--- src/rtl/alu_pkg.sv ---
// Shared definitions for the ALU scheduler slice.
// Contents:
//   - alu_op_t      : 3-bit ALU opcode
//   - Flag*         : positions of N/Z/C/V inside the ALU's 32-bit flags word
//   - sched_state_t : scheduler FSM states
//   - op_latency()  : cycles the ALU operands are held for a given op
package alu_pkg;

  typedef enum logic [2:0] {
    AluAdd     = 3'b000,
    AluSub     = 3'b001,
    AluAnd     = 3'b010,
    AluOr      = 3'b011,
    AluMul     = 3'b100,
    AluDiv     = 3'b101,
    AluNot     = 3'b110,
    AluIllegal = 3'b111
  } alu_op_t;

  localparam int unsigned FlagN = 31;
  localparam int unsigned FlagZ = 30;
  localparam int unsigned FlagC = 29;
  localparam int unsigned FlagV = 28;

  typedef enum logic [1:0] {
    StIdle = 2'd0,
    StExec = 2'd1,
    StDone = 2'd2
  } sched_state_t;

  // Width of the hold counter; covers any practical MUL/DIV cycle count.
  localparam int unsigned CntW = 16;

  // Number of EXEC edges for an op. A zero cycle count is treated as 1 so
  // the counter can never underflow.
  function automatic logic [CntW-1:0] op_latency(alu_op_t op, int unsigned mul_cyc,
                                                 int unsigned div_cyc);
    logic [CntW-1:0] lat;
    case (op)
      AluMul:  lat = (mul_cyc == 0) ? CntW'(1) : CntW'(mul_cyc);
      AluDiv:  lat = (div_cyc == 0) ? CntW'(1) : CntW'(div_cyc);
      default: lat = CntW'(1);
    endcase
    return lat;
  endfunction

endpackage

--- src/rtl/alu_sched_if.sv ---
// Bundle of the two request channels, the response channel and busy for
// alu_sched.
//   master : requester/consumer side (drives reqN_valid/a/b/op, rsp_ready)
//   slave  : scheduler side (drives reqN_ready, rsp_*, busy)
interface alu_sched_if;

  logic        req0_valid;
  logic        req0_ready;
  logic [31:0] req0_a;
  logic [31:0] req0_b;
  logic [2:0]  req0_op;

  logic        req1_valid;
  logic        req1_ready;
  logic [31:0] req1_a;
  logic [31:0] req1_b;
  logic [2:0]  req1_op;

  logic        rsp_valid;
  logic        rsp_ready;
  logic        rsp_id;
  logic [31:0] rsp_result;
  logic [3:0]  rsp_flags;
  logic        rsp_err;

  logic        busy;

  modport master (
    output req0_valid, req0_a, req0_b, req0_op,
    output req1_valid, req1_a, req1_b, req1_op,
    output rsp_ready,
    input  req0_ready, req1_ready,
    input  rsp_valid, rsp_id, rsp_result, rsp_flags, rsp_err, busy
  );

  modport slave (
    input  req0_valid, req0_a, req0_b, req0_op,
    input  req1_valid, req1_a, req1_b, req1_op,
    input  rsp_ready,
    output req0_ready, req1_ready,
    output rsp_valid, rsp_id, rsp_result, rsp_flags, rsp_err, busy
  );

endinterface

--- src/rtl/alu_sched_alu.sv ---
// Shared 32-bit ALU datapath (purely combinational).
// Ports:
//   a_i, b_i  : operands
//   op_i      : opcode (alu_op_t)
//   alu_out_o : result
//   flags_o   : {N,Z,C,V} in bits 31:28, remaining bits zero
// Flag rules: add C = carry out; sub C = borrow (a < b unsigned); add/sub V =
// signed overflow; mul is unsigned with V = upper product word non-zero;
// div is unsigned, divide-by-zero returns 0 with C set.
module alu_sched_alu
  import alu_pkg::*;
(
  input  logic [31:0] a_i,
  input  logic [31:0] b_i,
  input  alu_op_t     op_i,
  output logic [31:0] alu_out_o,
  output logic [31:0] flags_o
);

  logic [32:0] sum;
  logic [63:0] prod;
  logic [31:0] res;
  logic        c;
  logic        v;

  always_comb begin
    sum  = '0;
    prod = '0;
    res  = '0;
    c    = 1'b0;
    v    = 1'b0;
    case (op_i)
      AluAdd: begin
        sum = {1'b0, a_i} + {1'b0, b_i};
        res = sum[31:0];
        c   = sum[32];
        v   = (a_i[31] == b_i[31]) && (res[31] != a_i[31]);
      end
      AluSub: begin
        sum = {1'b0, a_i} - {1'b0, b_i};
        res = sum[31:0];
        c   = sum[32];
        v   = (a_i[31] != b_i[31]) && (res[31] != a_i[31]);
      end
      AluAnd: res = a_i & b_i;
      AluOr:  res = a_i | b_i;
      AluNot: res = ~a_i;
      AluMul: begin
        prod = {32'd0, a_i} * {32'd0, b_i};
        res  = prod[31:0];
        v    = |prod[63:32];
      end
      AluDiv: begin
        if (b_i == 32'd0) begin
          res = '0;
          c   = 1'b1;
        end else begin
          res = a_i / b_i;
        end
      end
      default: res = '0;
    endcase
  end

  assign alu_out_o = res;
  assign flags_o   = {res[31], (res == 32'd0), c, v, 28'd0};

endmodule

--- src/rtl/alu_sched.sv ---
// alu_sched: two-port arbitration and sequencing front-end for the shared ALU.
// Accepts one op at a time, holds its operands on the ALU for op_latency()
// edges, then presents the registered result/flags on the response channel.
// Ports:
//   clk   : clock, rising edge
//   rst_n : synchronous active-low reset
//   bus   : alu_sched_if.slave (req0/req1 valid/ready + operands, response
//           valid/ready + id/result/flags/err, busy)
// Parameters:
//   MUL_CYC : hold cycles for mul (min 1)
//   DIV_CYC : hold cycles for div (min 1)
// Build option:
//   ALU_SCHED_RR_EN : round-robin arbitration when both ports are valid;
//                     undefined gives fixed priority with port 0 winning.
module alu_sched
  import alu_pkg::*;
#(
  parameter int unsigned MUL_CYC = 2,
  parameter int unsigned DIV_CYC = 4
) (
  input logic        clk,
  input logic        rst_n,
  alu_sched_if.slave bus
);

  sched_state_t    state_q, state_d;
  logic [31:0]     a_q, a_d;
  logic [31:0]     b_q, b_d;
  alu_op_t         op_q, op_d;
  logic            id_q, id_d;
  logic [CntW-1:0] cnt_q, cnt_d;

  logic            rsp_valid_q, rsp_valid_d;
  logic            rsp_id_q, rsp_id_d;
  logic [31:0]     rsp_result_q, rsp_result_d;
  logic [3:0]      rsp_flags_q, rsp_flags_d;
  logic            rsp_err_q, rsp_err_d;
  logic            busy_q, busy_d;

`ifdef ALU_SCHED_RR_EN
  logic            last_q, last_d;
`endif

  logic            gnt_valid;
  logic            gnt_id;
  logic [31:0]     gnt_a;
  logic [31:0]     gnt_b;
  alu_op_t         gnt_op;

  logic [31:0]     alu_out;
  logic [31:0]     alu_flags;
  logic            unused_flags;

  // Arbiter: picks at most one requester among those currently valid.
  always_comb begin
    gnt_valid = bus.req0_valid | bus.req1_valid;
`ifdef ALU_SCHED_RR_EN
    if (bus.req0_valid && bus.req1_valid) begin
      gnt_id = ~last_q;
    end else begin
      gnt_id = bus.req1_valid;
    end
`else
    gnt_id = ~bus.req0_valid;
`endif
    gnt_a  = gnt_id ? bus.req1_a : bus.req0_a;
    gnt_b  = gnt_id ? bus.req1_b : bus.req0_b;
    gnt_op = gnt_id ? alu_op_t'(bus.req1_op) : alu_op_t'(bus.req0_op);
  end

  // rst_n gates ready so nothing looks accepted while reset is held.
  assign bus.req0_ready = rst_n && (state_q == StIdle) && gnt_valid && !gnt_id;
  assign bus.req1_ready = rst_n && (state_q == StIdle) && gnt_valid && gnt_id;

  // ALU sees only the captured operands, so request ports may change freely
  // once the handshake is done.
  alu_sched_alu u_alu (
    .a_i      (a_q),
    .b_i      (b_q),
    .op_i     (op_q),
    .alu_out_o(alu_out),
    .flags_o  (alu_flags)
  );

  assign unused_flags = ^alu_flags[FlagV-1:0];

  always_comb begin
    state_d      = state_q;
    a_d          = a_q;
    b_d          = b_q;
    op_d         = op_q;
    id_d         = id_q;
    cnt_d        = cnt_q;
    rsp_valid_d  = rsp_valid_q;
    rsp_id_d     = rsp_id_q;
    rsp_result_d = rsp_result_q;
    rsp_flags_d  = rsp_flags_q;
    rsp_err_d    = rsp_err_q;
`ifdef ALU_SCHED_RR_EN
    last_d       = last_q;
`endif

    case (state_q)
      StIdle: begin
        if (gnt_valid) begin
          a_d     = gnt_a;
          b_d     = gnt_b;
          op_d    = gnt_op;
          id_d    = gnt_id;
          cnt_d   = op_latency(gnt_op, MUL_CYC, DIV_CYC) - CntW'(1);
          state_d = StExec;
`ifdef ALU_SCHED_RR_EN
          last_d  = gnt_id;
`endif
        end
      end
      StExec: begin
        if (cnt_q == '0) begin
          rsp_valid_d = 1'b1;
          rsp_id_d    = id_q;
          if (op_q == AluIllegal) begin
            rsp_result_d = '0;
            rsp_flags_d  = '0;
            rsp_err_d    = 1'b1;
          end else begin
            rsp_result_d = alu_out;
            rsp_flags_d  = alu_flags[FlagN:FlagV];
            rsp_err_d    = 1'b0;
          end
          state_d = StDone;
        end else begin
          cnt_d = cnt_q - CntW'(1);
        end
      end
      StDone: begin
        if (bus.rsp_ready) begin
          rsp_valid_d = 1'b0;
          state_d     = StIdle;
        end
      end
      default: state_d = StIdle;
    endcase

    busy_d = (state_d != StIdle);
  end

  always_ff @(posedge clk) begin
    if (!rst_n) begin
      state_q      <= StIdle;
      a_q          <= '0;
      b_q          <= '0;
      op_q         <= AluAdd;
      id_q         <= 1'b0;
      cnt_q        <= '0;
      rsp_valid_q  <= 1'b0;
      rsp_id_q     <= 1'b0;
      rsp_result_q <= '0;
      rsp_flags_q  <= '0;
      rsp_err_q    <= 1'b0;
      busy_q       <= 1'b0;
`ifdef ALU_SCHED_RR_EN
      last_q       <= 1'b1;
`endif
    end else begin
      state_q      <= state_d;
      a_q          <= a_d;
      b_q          <= b_d;
      op_q         <= op_d;
      id_q         <= id_d;
      cnt_q        <= cnt_d;
      rsp_valid_q  <= rsp_valid_d;
      rsp_id_q     <= rsp_id_d;
      rsp_result_q <= rsp_result_d;
      rsp_flags_q  <= rsp_flags_d;
      rsp_err_q    <= rsp_err_d;
      busy_q       <= busy_d;
`ifdef ALU_SCHED_RR_EN
      last_q       <= last_d;
`endif
    end
  end

  assign bus.rsp_valid  = rsp_valid_q;
  assign bus.rsp_id     = rsp_id_q;
  assign bus.rsp_result = rsp_result_q;
  assign bus.rsp_flags  = rsp_flags_q;
  assign bus.rsp_err    = rsp_err_q;
  assign bus.busy       = busy_q;

endmodule

--- src/flat_wrapper.sv ---
// flat-port wrapper written by rule: the top's interface ports become plain ports
module alu_sched_flat import alu_pkg::*;
#(
  parameter int unsigned MUL_CYC = 2,
  parameter int unsigned DIV_CYC = 4
)
  (clk, rst_n, bus_req0_valid, bus_req0_a, bus_req0_b, bus_req0_op, bus_req1_valid, bus_req1_a, bus_req1_b, bus_req1_op, bus_rsp_ready, bus_req0_ready, bus_req1_ready, bus_rsp_valid, bus_rsp_id, bus_rsp_result, bus_rsp_flags, bus_rsp_err, bus_busy);
  alu_sched_if bus_i ();
  input logic clk;
  input logic rst_n;
  input wire logic [$bits(bus_i.req0_valid)-1:0] bus_req0_valid;
  input wire logic [$bits(bus_i.req0_a)-1:0] bus_req0_a;
  input wire logic [$bits(bus_i.req0_b)-1:0] bus_req0_b;
  input wire logic [$bits(bus_i.req0_op)-1:0] bus_req0_op;
  input wire logic [$bits(bus_i.req1_valid)-1:0] bus_req1_valid;
  input wire logic [$bits(bus_i.req1_a)-1:0] bus_req1_a;
  input wire logic [$bits(bus_i.req1_b)-1:0] bus_req1_b;
  input wire logic [$bits(bus_i.req1_op)-1:0] bus_req1_op;
  input wire logic [$bits(bus_i.rsp_ready)-1:0] bus_rsp_ready;
  output wire logic [$bits(bus_i.req0_ready)-1:0] bus_req0_ready;
  output wire logic [$bits(bus_i.req1_ready)-1:0] bus_req1_ready;
  output wire logic [$bits(bus_i.rsp_valid)-1:0] bus_rsp_valid;
  output wire logic [$bits(bus_i.rsp_id)-1:0] bus_rsp_id;
  output wire logic [$bits(bus_i.rsp_result)-1:0] bus_rsp_result;
  output wire logic [$bits(bus_i.rsp_flags)-1:0] bus_rsp_flags;
  output wire logic [$bits(bus_i.rsp_err)-1:0] bus_rsp_err;
  output wire logic [$bits(bus_i.busy)-1:0] bus_busy;
  assign bus_i.req0_valid = bus_req0_valid;
  assign bus_i.req0_a = bus_req0_a;
  assign bus_i.req0_b = bus_req0_b;
  assign bus_i.req0_op = bus_req0_op;
  assign bus_i.req1_valid = bus_req1_valid;
  assign bus_i.req1_a = bus_req1_a;
  assign bus_i.req1_b = bus_req1_b;
  assign bus_i.req1_op = bus_req1_op;
  assign bus_i.rsp_ready = bus_rsp_ready;
  assign bus_req0_ready = bus_i.req0_ready;
  assign bus_req1_ready = bus_i.req1_ready;
  assign bus_rsp_valid = bus_i.rsp_valid;
  assign bus_rsp_id = bus_i.rsp_id;
  assign bus_rsp_result = bus_i.rsp_result;
  assign bus_rsp_flags = bus_i.rsp_flags;
  assign bus_rsp_err = bus_i.rsp_err;
  assign bus_busy = bus_i.busy;
  alu_sched #(.MUL_CYC(MUL_CYC), .DIV_CYC(DIV_CYC)) u_core (.clk(clk), .rst_n(rst_n), .bus(bus_i));
endmodule
--- config.mk ---
export PLATFORM = sky130hd
export DESIGN_NAME = alu_sched_flat
export DESIGN_NICKNAME = d
export VERILOG_FILES = /design/src/rtl/alu_pkg.sv /design/src/rtl/alu_sched_if.sv /design/src/rtl/alu_sched_alu.sv /design/src/rtl/alu_sched.sv /design/src/flat_wrapper.sv
export SDC_FILE = /design/constraint.sdc
export NUM_CORES = 2
export LEC_CHECK = 0
export CORE_UTILIZATION = 60
export DETAILED_ROUTE_END_ITERATION = 6
export GPL_TIMING_DRIVEN = 0
export PLACE_DENSITY_LB_ADDON = 0.08
export SLEW_MARGIN = 20
export SYNTH_ARGS = -nofsm -noshare
export SYNTH_HDL_FRONTEND = slang
export SYNTH_SLANG_ARGS = --single-unit
--- constraint.sdc ---
create_clock -name clk -period 148.9 [get_ports clk]
set_input_delay 44.67 -clock clk [delete_from_list [all_inputs] [get_ports clk]]
set_output_delay 44.67 -clock clk [all_outputs]
set_load 0.03 [all_outputs]
# Word level (Yosys, flattened, before mapping)

Index checks and enable logic that the tools add are counted.

Add/sub/neg operators: 4
Multiply operators: 1
Div/mod/pow operators: 1
Equal/unequal tests: 19
Mux-type cells: 24
Bitwise logic cells: 5
Reduce and logical (&&, ||, !) cells: 19

Operators with widths:

| cell                                                                   | count |
|---|---|
| 32-bit one-hot mux with 7 select lines                                 | 1 |
| 32-bit two-way mux                                                     | 4 |
| 32-bit logical NOT                                                     | 2 |
| 32-bit by 32-bit multiplier with 64-bit output                         | 1 |
| 16-bit two-way mux                                                     | 4 |
| 32-bit by 32-bit adder with 33-bit output                              | 1 |
| 32-bit by 32-bit subtractor with 33-bit output                         | 1 |
| 32-bit bitwise AND                                                     | 1 |
| 32-bit by 32-bit divider with 32-bit output                            | 1 |
| 32-bit NOT                                                             | 1 |
| 32-bit bitwise OR                                                      | 1 |
| 16-bit one-hot mux with 2 select lines                                 | 1 |
| 32-bit OR reduction                                                    | 1 |
| 16-bit by 1-bit subtractor with 16-bit output (second input constant)  | 2 |
| 3-bit equality test (second input constant)                            | 6 |
| 16-bit logical NOT                                                     | 1 |
| 3-bit by 2-bit equality test with 1-bit output (second input constant) | 2 |
| 1-bit logical AND                                                      | 6 |
| 2-bit two-way mux                                                      | 3 |
| 1-bit one-hot mux with 3 select lines                                  | 2 |
| 2-bit one-hot mux with 3 select lines                                  | 1 |
| 3-bit one-hot mux with 2 select lines                                  | 1 |
| 3-bit AND reduction                                                    | 2 |
| 2-bit nonzero test                                                     | 3 |
| 16 further kinds                                                       | 24 |

Register bits after elaboration: 126

# Logic depth before layout (Yosys ltp)

Word-level depth: 8
Mapped depth: 338
Depth with buffers taken out: 308

# Modules after synthesis

Synthesis repeated with hierarchy kept, for this count alone.

Cells, all modules: 9,431
Area total of the unflattened synthesis: 72,044.1 um^2

Modules (own cells, without submodules):

| module        | instances | cells an instance | area an instance (um^2) | sequential area each (um^2) |
|---|---|---|---|---|
| alu_sched_alu | 1         | 8,851             | 66,392.4                | 0.0 |
| alu_sched     | 1         | 580               | 5,651.7                 | 2,522.4 |

# Worst setup path after synthesis

OpenSTA, ideal clock, no wires.

Path type: input -> output
Start: input bus_req0_valid
End: output bus_req0_ready
Arrival time: 46,237 ps
Data required time: 104,230 ps
Slack: 57,993 ps
Stages: 4
Cell sequence: clkbuf_1 -> buf_1 -> buf_1 -> and3_1

Longest elaborated chain between the ends: 3

RTL lines:

| what                | RTL line           | source |
|---|---|---|
| from (decl)         | flat_wrapper.sv:11 | `input wire logic [$bits(bus_i.req0_valid)-1:0] bus_req0_valid;` |
| 1-bit bitwise OR    | alu_sched.sv:56    | `gnt_valid = bus.req0_valid \| bus.req1_valid;` |
| 1-bit logical AND   | alu_sched.sv:72    | `assign bus.req0_ready = rst_n && (state_q == StIdle) && gnt_valid && !gnt_id;` |
| 1-bit logical AND * | alu_sched.sv:72    |  |
| to (decl)           | flat_wrapper.sv:20 | `output wire logic [$bits(bus_i.req0_ready)-1:0] bus_req0_ready;` |

Every way passes the cells marked *; elsewhere a longest branch is shown, timed or not.

# Final worst setup path

Start: register u_core.b_q[19]
End: register u_core.rsp_flags_q[2], in the netlist u_core.bus.rsp_flags[2]

Longest elaborated chain between the ends: 5
Elaborated cells on any way between the ends: 11
Classes of those cells: 2 x add/sub; 1 x mul; 1 x div; 3 x mux; 2 x bitwise; 2 x reduce/logical

RTL lines:

| what                                                                                     | RTL line                                 | source |
|---|---|---|
| from (decl)                                                                              | alu_sched.sv:28                          | `logic [31:0] b_q, b_d;` |
| from (signal assigned)                                                                   | alu_sched.sv:151                         | `b_q <= '0;` |
| from (signal assigned)                                                                   | alu_sched.sv:167                         | `b_q <= b_d;` |
| 32-bit by 32-bit divider with 32-bit output / 32-bit logical NOT (equally long branches) | alu_sched_alu.sv:58, alu_sched_alu.sv:54 |  |
| 32-bit two-way mux                                                                       | alu_sched_alu.sv:54                      | `if (b_i == 32'd0) begin` |
| 32-bit one-hot mux with 7 select lines *                                                 | alu_sched_alu.sv:32                      | `case (op_i)` |
| 32-bit logical NOT *                                                                     | alu_sched_alu.sv:66                      | `assign flags_o = {res[31], (res == 32'd0), c, v, 28'd0};` |
| 4-bit two-way mux *                                                                      | alu_sched.sv:121                         | `if (op_q == AluIllegal) begin` |
| to (signal assigned)                                                                     | alu_sched.sv:174                         | `rsp_flags_q <= rsp_flags_d;` |
| to (decl)                                                                                | alu_sched.sv:36                          | `logic [3:0] rsp_flags_q, rsp_flags_d;` |

Marked as above.
A chain may end at the register's enable or synchronous reset.

==> impl_metrics.env <==
export IMPL_status="complete, but fails checks"
export IMPL_violations="DRC"
export IMPL_synthSimpleGateAreaFrac_pct=19.3
export IMPL_port_buffers=180
export IMPL_worstPathRequired_ns=149.34
export IMPL_worst_pin_slew_ns=1.32
export IMPL_dieArea_um2=120000
export IMPL_synth_edf_count=0
export IMPL_synth_top_area_share_pct=25.3
export IMPL_drc=9
export IMPL_post_route_min_period_ns=103.79
export IMPL_critPathMaxFanout=10
export IMPL_clockBufferDepth=2
export IMPL_hold_viol=0
export IMPL_critPathKind="reg -> reg"
export IMPL_fin_nets=11506
export IMPL_synthXorXnorAreaFrac_pct=5.05
export IMPL_grt_antenna_before_repair=16
export IMPL_setup_violations=0
export IMPL_start_kind="flop"
export IMPL_ys_types=102
export IMPL_drive_above_1_share_pct=3.05
export IMPL_initial_utilization_pct=60.9
export IMPL_synth_avg_cell_area_um2=7.61
export IMPL_hold_buffers=0
export IMPL_finalCritPeriodShare_pct=69.7
export IMPL_critPathArrivalTime_ns=104.23
export IMPL_synth_area_um2=71100
export IMPL_cts_sink_count=125
export IMPL_fp_dieW_um=346
export IMPL_synthMuxAreaShare_pct=2.81
export IMPL_drtPass1Iterations=7
export IMPL_max_cap_violations=0
export IMPL_syn_to_final_growth_pct=7.17
export IMPL_clk_pin_slew_ns=0.06
export IMPL_rows=125
export IMPL_vias=75543
export IMPL_dominantRegCellSynth="dfxtp_1"
export IMPL_drt_wl_total_um=312000
export IMPL_core_area_um2=117000
export IMPL_gr_total_overflow=0
export IMPL_grt_start_max_net_pins=35
export IMPL_yosysMostFrequentCell="nor2_1"
export IMPL_groute_usage_overall_pct=51.4
export IMPL_clock_skew_ns=0.0180
export IMPL_cts_tree="done"
export IMPL_ios=181
export IMPL_ys_ff_latch=125
export IMPL_hold_path_class="reg -> reg"
export IMPL_die_h_um=346
export IMPL_maxSlewHeadroom_pct=11.0
export IMPL_htree_num_levels=4
export IMPL_clk_latency_ns=0.50
export IMPL_synthAdderAreaFrac_pct=41.0
export IMPL_tns_ns=0
export IMPL_rsz0062_at_grt="false"
export IMPL_cts_resized=0
export IMPL_drv_slew=0
export IMPL_synth_common_cells="1,633 x nor2_1, 1,115 x inv_1, 898 x fa_1"
export IMPL_ys_seq_area_share_pct=3.52
export IMPL_grt_pass1_vias=74632
export IMPL_yosysWarnings=0
export IMPL_synth_area_leaders="fa_1 25%, ha_1 16%, nor2_1 8.6%"
export IMPL_synth_top_cell_by_area="fa_1"
export IMPL_final_util_pct=65.2
export IMPL_endpoint_kind="flop"
export IMPL_synth_compound_area_share_pct=20.1
export IMPL_syn_num_nets=11278
export IMPL_viasPerCell=6.79
export IMPL_slowest_stage="a21oi_1"
export IMPL_gp_congestion=1.12
export IMPL_grt_pass1_wl_um=461000
export IMPL_synthArstFlopShare_pct=0
export IMPL_cts_made_buffers=17
export IMPL_synth_top_family_by_area="adder cells"
export IMPL_cts_setup_buffers=0
export IMPL_cp_common_cell="clkbuf_1"
export IMPL_slowest_delay_ns=1.07
export IMPL_drtAntennaViolNets=0
export IMPL_dp_hpwl_um=254000
export IMPL_max_freq_mhz=9.64
export IMPL_wl_per_cell_um=28.0
export IMPL_netlist_instances=9350
export IMPL_drt_iter0_drc=10016
export IMPL_cts_root_buf="clkbuf_16"
-- per-layer routing --
metal,track usage [%],up-vias,wire length [um]
met1,60.6,36168,108000
met5,0,-,205
li1,-,32320,-
met4,42.2,26,30900
met3,16.5,1531,42700
met2,76.5,5498,130000
-- registers in the layout (all words and copies together), names as in the netlist --
register / cells
u_core.id_q: 1
u_core.op_q: 3
u_core.bus.rsp_flags: 4
u_core.a_q: 32
u_core.state_q: 2
u_core.bus.rsp_result: 31
u_core.bus.rsp_err: 1
u_core.bus.rsp_valid: 1
u_core.bus.rsp_id: 1
u_core.cnt_q: 16
u_core.bus.busy: 1
u_core.b_q: 32
-- critical path: cells and delay by family, from the launching register on --
kind                     cells  cell delay, ns
multiplexers                 3            1.13
buffers and inverters       57           27.37
AND/OR/NAND/NOR             66           17.96
adder cells (fa/ha/maj)     31           10.35
AO/OA/AOI/OAI              153           46.01
flip-flops                   1            0.61
-- worst paths after layout --
kind / startpoint / to / slack [ns] / cells past startpoint
worst max register to register: u_core.b_q[19]$_SDFFE_PN0P_ / u_core.bus.rsp_flags[2]$_SDFFE_PN0P_ / 45.11 / 310
worst min-delay path: u_core.cnt_q[15]$_SDFFE_PN0P_ / u_core.cnt_q[15]$_SDFFE_PN0P_ / 0.47 / 2
worst max-delay path: u_core.b_q[19]$_SDFFE_PN0P_ / u_core.bus.rsp_flags[2]$_SDFFE_PN0P_ / 45.11 / 310
worst min register to register: u_core.cnt_q[15]$_SDFFE_PN0P_ / u_core.cnt_q[15]$_SDFFE_PN0P_ / 0.47 / 2
-- per-stage QoR --
step	setup WS (ns)	std cells	hold slack, ns	instance area, um^2
after detailed placement	51.20	11083	0.460	75600
after global placement	49.50	11054	0.448	74800
after floorplan	57.99	9350	0.425	71100
after global routing	43.01	11117	0.494	76200
after CTS	50.72	11115	0.469	76200
final	45.11	11131	0.469	76200
-- final cells by class --
cell class	instances	area (um^2)
antenna	16	40.0
timing repair buffer	209	2420
sequential	125	2500
clock buffer	22	474
inverter	1126	4230
clock inverter	10	113
multi-input combinational	7672	62800
buffer	427	1710
fill	10396	40600
tap	1524	1910
-- cell families (layout without fill, tap and decap cells) --
logic type | Yosys count | in the layout
muxes | 189 | 189
AOI/OAI and AO/OA | 2163 | 2163
xor gates and xnor gates | 410 | 410
other | 0 | 16
buffers and inverters | 1553 | 1794
DFF | 125 | 125
adders and majority gates | 1789 | 1789
and+or+nand+nor | 3121 | 3121
-- cell usage in the layout (no fill, tap or decap), types with 21 or more instances in the layout --
master,count
nor2_1,1633
inv_1,1115
fa_1,898
ha_1,891
nand2_1,588
a21oi_1,555
o21ai_0,349
clkbuf_1,338
xnor2_1,256
a21o_1,196
nor3_1,184
clkdlybuf4s50_1,180
o21a_1,162
xor2_1,154
a211oi_1,153
nand3_1,152
dfxtp_1,125
mux2i_1,110
a31oi_1,83
mux2_2,77
or3_1,73
nor2b_1,69
o211ai_1,66
nand2b_1,63
nand4_1,59
o31ai_1,56
o21ai_1,55
or2_2,54
and3_1,53
and2_1,52
o21bai_1,46
nor4_1,46
o22ai_1,42
buf_1,40
a221oi_1,31
a211o_1,27
a21boi_0,25
or4_1,22
o211a_1,21
Power is not shown: default switching activity piles up to over one toggle a cycle in this logic, so the estimate is an artifact.
